==> config.mk <==
export PLATFORM = sky130hd
export DESIGN_NAME = fetch_queue
export DESIGN_NICKNAME = d
export VERILOG_FILES = /design/src/rtl/fetch_queue.sv
export SDC_FILE = /design/constraint.sdc
export NUM_CORES = 1
export LEC_CHECK = 0
export CORE_MARGIN = 2
export CORE_UTILIZATION = 40
export CTS_CLUSTER_SIZE = 12
export DETAILED_ROUTE_END_ITERATION = 10
export GPL_TIMING_DRIVEN = 0
export PLACE_DENSITY = 0.59
export SYNTH_ARGS = -nofsm -noshare
export SYNTH_HDL_FRONTEND = slang
export SYNTH_SLANG_ARGS = --single-unit
==> constraint.sdc <==
create_clock -name clk -period 6 [get_ports clk]
set_clock_uncertainty 0.15 [all_clocks]
set_input_delay 1.2 -clock clk [delete_from_list [all_inputs] [get_ports clk]]
set_output_delay 1.2 -clock clk [all_outputs]
set_load 0.03 [all_outputs]
==> src/rtl/fetch_queue.sv <==
// Fetch stage: in-order imem requests, registered FIFO of {inst, pc}; rvalid -> inst_valid next cycle.
// Backpressure: issue stops once queued + in-flight words would exceed DEPTH; redirect flushes and drops stale responses.
module fetch_queue #(
    parameter logic [63:0] RESET_PC = 64'h0,
    parameter int          DEPTH    = 4,
    parameter int          MAX_OUT  = 2
) (
    input  logic        clk,
    input  logic        rst,
    input  logic        redirect_valid,
    input  logic [63:0] redirect_pc,
    output logic        imem_req,
    output logic [63:0] imem_addr,
    input  logic        imem_gnt,
    input  logic        imem_rvalid,
    input  logic [31:0] imem_rdata,
    output logic        inst_valid,
    input  logic        inst_ready,
    output logic [31:0] inst,
    output logic [63:0] inst_pc
);
    localparam int AW = $clog2(DEPTH);
    localparam int CW = $clog2(DEPTH + 1);
    localparam logic [CW-1:0] MAX_C   = CW'(MAX_OUT);
    localparam logic [CW:0]   DEPTH_C = (CW+1)'(DEPTH);

    logic          rst_q;
    logic [63:0]   fetch_pc;
    logic [63:0]   resp_pc;
    logic [31:0]   inst_mem [DEPTH];
    logic [63:0]   pc_mem   [DEPTH];
    logic [AW-1:0] wr_ptr;
    logic [AW-1:0] rd_ptr;
    logic [CW-1:0] count;
    logic [CW-1:0] outstanding;
    logic [CW-1:0] drop_cnt;
    logic [CW:0]   inflight;
    logic          empty;
    logic          issue;
    logic          rsp;
    logic          push;
    logic          pop;

    assign empty    = (count == '0);
    assign inflight = {1'b0, count} + {1'b0, outstanding};

    assign imem_req  = !rst && !rst_q && !redirect_valid &&
                       (outstanding < MAX_C) && (inflight < DEPTH_C);
    assign imem_addr = fetch_pc;
    assign issue     = imem_req && imem_gnt;

    // A response with nothing outstanding is a protocol error; it is ignored.
    assign rsp  = imem_rvalid && (outstanding != '0);
    assign push = rsp && (drop_cnt == '0) && !redirect_valid;

    assign inst_valid = !rst && !empty && !redirect_valid;
    assign pop        = inst_valid && inst_ready;
    assign inst       = empty ? 32'h0 : inst_mem[rd_ptr];
    assign inst_pc    = empty ? 64'h0 : pc_mem[rd_ptr];

    always_ff @(posedge clk) begin
        if (push) begin
            inst_mem[wr_ptr] <= imem_rdata;
            pc_mem[wr_ptr]   <= resp_pc;
        end
    end

    always_ff @(posedge clk) begin
        if (rst) begin
            rst_q       <= 1'b1;
            fetch_pc    <= RESET_PC;
            resp_pc     <= RESET_PC;
            wr_ptr      <= '0;
            rd_ptr      <= '0;
            count       <= '0;
            outstanding <= '0;
            drop_cnt    <= '0;
        end else begin
            rst_q       <= 1'b0;
            outstanding <= outstanding + CW'(issue) - CW'(rsp);
            if (redirect_valid) begin
                // Everything still in flight after this cycle belongs to the old path.
                fetch_pc <= redirect_pc;
                resp_pc  <= redirect_pc;
                wr_ptr   <= '0;
                rd_ptr   <= '0;
                count    <= '0;
                drop_cnt <= outstanding - CW'(rsp);
            end else begin
                if (issue)
                    fetch_pc <= fetch_pc + 64'd4;
                if (rsp && (drop_cnt != '0))
                    drop_cnt <= drop_cnt - 1'b1;
                if (push) begin
                    wr_ptr  <= wr_ptr + 1'b1;
                    resp_pc <= resp_pc + 64'd4;
                end
                if (pop)
                    rd_ptr <= rd_ptr + 1'b1;
                count <= count + CW'(push) - CW'(pop);
            end
        end
    end
endmodule

==> results.ini, run 1 <==
[run_status]
status = completed

[cts]
ctsHoldBuffers = 0
cts-resized-gates = 0
clock-root-buffer = clkbuf_16
cts_buffers = 56
cts_tree = yes
clock_latency_ps = 620
cts_sinks = 528
htreeDepth = 2
cts_setup_buffers = 0
clk_pin_slew_ps = 60
clockBufferDepth = 3

[routing]
wirelength_um = 67900
first_pass_iters = 5
wl_per_cell_um = 24.3
vias = 15757
via_per_inst = 5.63
drcViolationCount = 0
ant_nets = 0
drt-initial-drc-count = 1273

[floorplanning]
placementRows = 88
start_util = 0.403
die_w_um = 245
core_um2 = 57500
ioPinCount = 264
dieArea_um2 = 59800
die_y_um = 245

[worst_setup_path]
cp-end-kind = output port
cp_max_fo = 10
crit_required_ps = 4650
slowest_delay_ps = 630
crit_slowest_cell = buf_1
worst-setup-path-type = flip-flop to output port
crit_arrival_ps = 3810
path_common_cell = clkbuf_1
path_cells = clkbuf_1 -> clkbuf_1 -> buf_1 -> mux4_2 -> and2_1 -> clkdlybuf4s50_1
start_kind = flip-flop

[placed_design]
io_buffer_count = 263
placed_area_um2 = 26900
hpwl_um = 48100
gp_congestion = 1.02
post-place-ws_ps = 1080

[synthesis]
synthesis.area_um2 = 23100
syn-num-nets = 1780
synth_top_area_frac = 0.498
synthDistinctLibCells = 76
synthFlopType = edfxtp_1
seq_area_frac_synth = 0.623
synth_warnings = 0
ys_ff_latch = 528
yosys-top-cells-count = edfxtp_1, dfxtp_1, and2_1
async_flop_share = 0
synth_largest_area_cell = edfxtp_1
synth.most_common_cell = edfxtp_1
synthCells = 1659
synth_edf_count = 384
avgSynthCellArea_um2 = 13.9
synthTopCellsByArea = edfxtp_1, dfxtp_1, mux4_2

[sta]
finalSetupViolCount = 0
fin_hold_ws_ps = 304
post-route-period-util = 0.860
maxSlewHeadroom = 0.120
finalHoldViolCount = 0
tightest_slew_ps = 1310
period_minus_slack_ps = 5160
maxSlewViolCount = 0
rsz0062_at_grt = no
fin_ws_ps = 839
fmax_ghz = 0.194

[global_routing]
grt_max_degree = 53
grt_usage = 0.225
grt_pass1_wl_um = 100000
overflow = 0
grt_pass1_vias = 15502
antenna_found_initial = 2

[cells_and_area]
num_antenna_cells = 0
nets = 2107
finish.instance_area_um2 = 28700
syn2layout_area_growth_pct = 24.1
drive_gt1_frac = 0.119

[power]
ir_worst_vdd_v = 0.000203
p_per_area_nw_per_um2 = 302
leakagePower_uw = 0.00910

[hold_path]
hold_path.class = flip-flop to flip-flop

[job]
drv_cap = 0

## routing by layer
layer  wire length [um]  GRT usage  vias up
li1                   -          -     7149
met1              29700      0.314     7886
met2              32200      0.366      622
met3               4400     0.0362      100
met4               1570     0.0585        0
met5                  0          0        -
## layout by cell type, fill, tap and decap left out, types with 32 or more instances in the layout
cell,instances
a21boi_0,41
and2_1,114
clkbuf_1,82
clkbuf_16,56
clkdlybuf4s50_1,263
dfxtp_1,144
edfxtp_1,384
mux4_2,96
nand2_1,106
nand3_1,53
nand4_1,71
nor2_1,57
nor4_1,33
o21a_1,46
xnor2_1,32
xor2_1,34
## logic make-up after synthesis
| kind of cell | synth area share |
|---|---|
| simple gates | 0.146 |
| flops | 0.623 |
| compound gates | 0.0745 |
| buf+inv | 0.0226 |
| mux | 0.0978 |
| xor+xnor | 0.0250 |
| fa+ha+maj | 0.0109 |
## worst paths after layout
kind / from / end / slack [ps] / depth (start not counted)
min: imem_addr[0] / imem_addr[0] / 300 / 2
max reg2reg: outstanding[1] / outstanding[1] / 1890 / 13
max: flip-flop / inst_pc[57] / 840 / 6
min reg2reg: imem_addr[0] / imem_addr[0] / 300 / 2
## stage by stage
stage / power (uW) / util / cells / TNS [ps]
floorplan: 4850 / - / 1659 / 0
global placement: 5300 / 0.465 / 2687 / -736070
detailed placement: 5310 / 0.468 / 2693 / 0
CTS: 8750 / 0.499 / 2799 / 0
global route: 8980 / 0.499 / 2799 / 0
finish: 8680 / 0.499 / 2799 / 0
## sequential cells by signal (all words and copies together), names as in the netlist, named ones only
name,flops
pc_mem,256
count,3
rd_ptr,2
drop_cnt,3
outstanding,3
imem_addr,64
wr_ptr,2
rst_q,1
resp_pc,64
inst_mem,128
## critical path, delay by kind of cell (launching register included)
family | cells | cell delay (ps)
simple gates | 1 | 170
buf+inv | 4 | 2290
mux | 1 | 420
flops | 1 | 300
## cell type report
class | instances | area, um2
Clock inverter | 19 | 240
Fill cell | 4976 | 28800
Multi-Input combinational cell | 1012 | 8220
Timing Repair Buffer | 269 | 2780
Inverter | 32 | 120
Sequential cell | 528 | 14400
Tap cell | 765 | 957
Buffer | 87 | 402
Clock buffer | 87 | 1580
## report_power, final
| group | switching (uW) | internal, uW | leakage, uW | total, uW |
|---|---|---|---|---|
| clock | 1450 | 1990 | 0.000875 | 3440 |
| combinational | 560 | 407 | 0.00353 | 967 |
| sequential | 172 | 4100 | 0.00469 | 4270 |
| total | 2180 | 6500 | 0.00910 | 8680 |
Note: power is estimated with default switching activity, not from simulation.
==> run 2: changes to the inputs <==
SKIP_CTS_REPAIR_TIMING = 1   (was unset)
clock period = 6.7 ns   (was 6 ns; I/O delays follow)
==> results of run 2 <==
Same layout as run 1 (identical final DEF). Status: completed.
Main changes from that run: setup slack after placement 1080 ps -> 1510 ps; setup slack after layout 839 ps -> 1400 ps; register-to-register setup slack 1890 ps -> 2590 ps; total power 8680 uW -> 7770 uW; worst IR drop on VDD 0.000203 V -> 0.000182 V
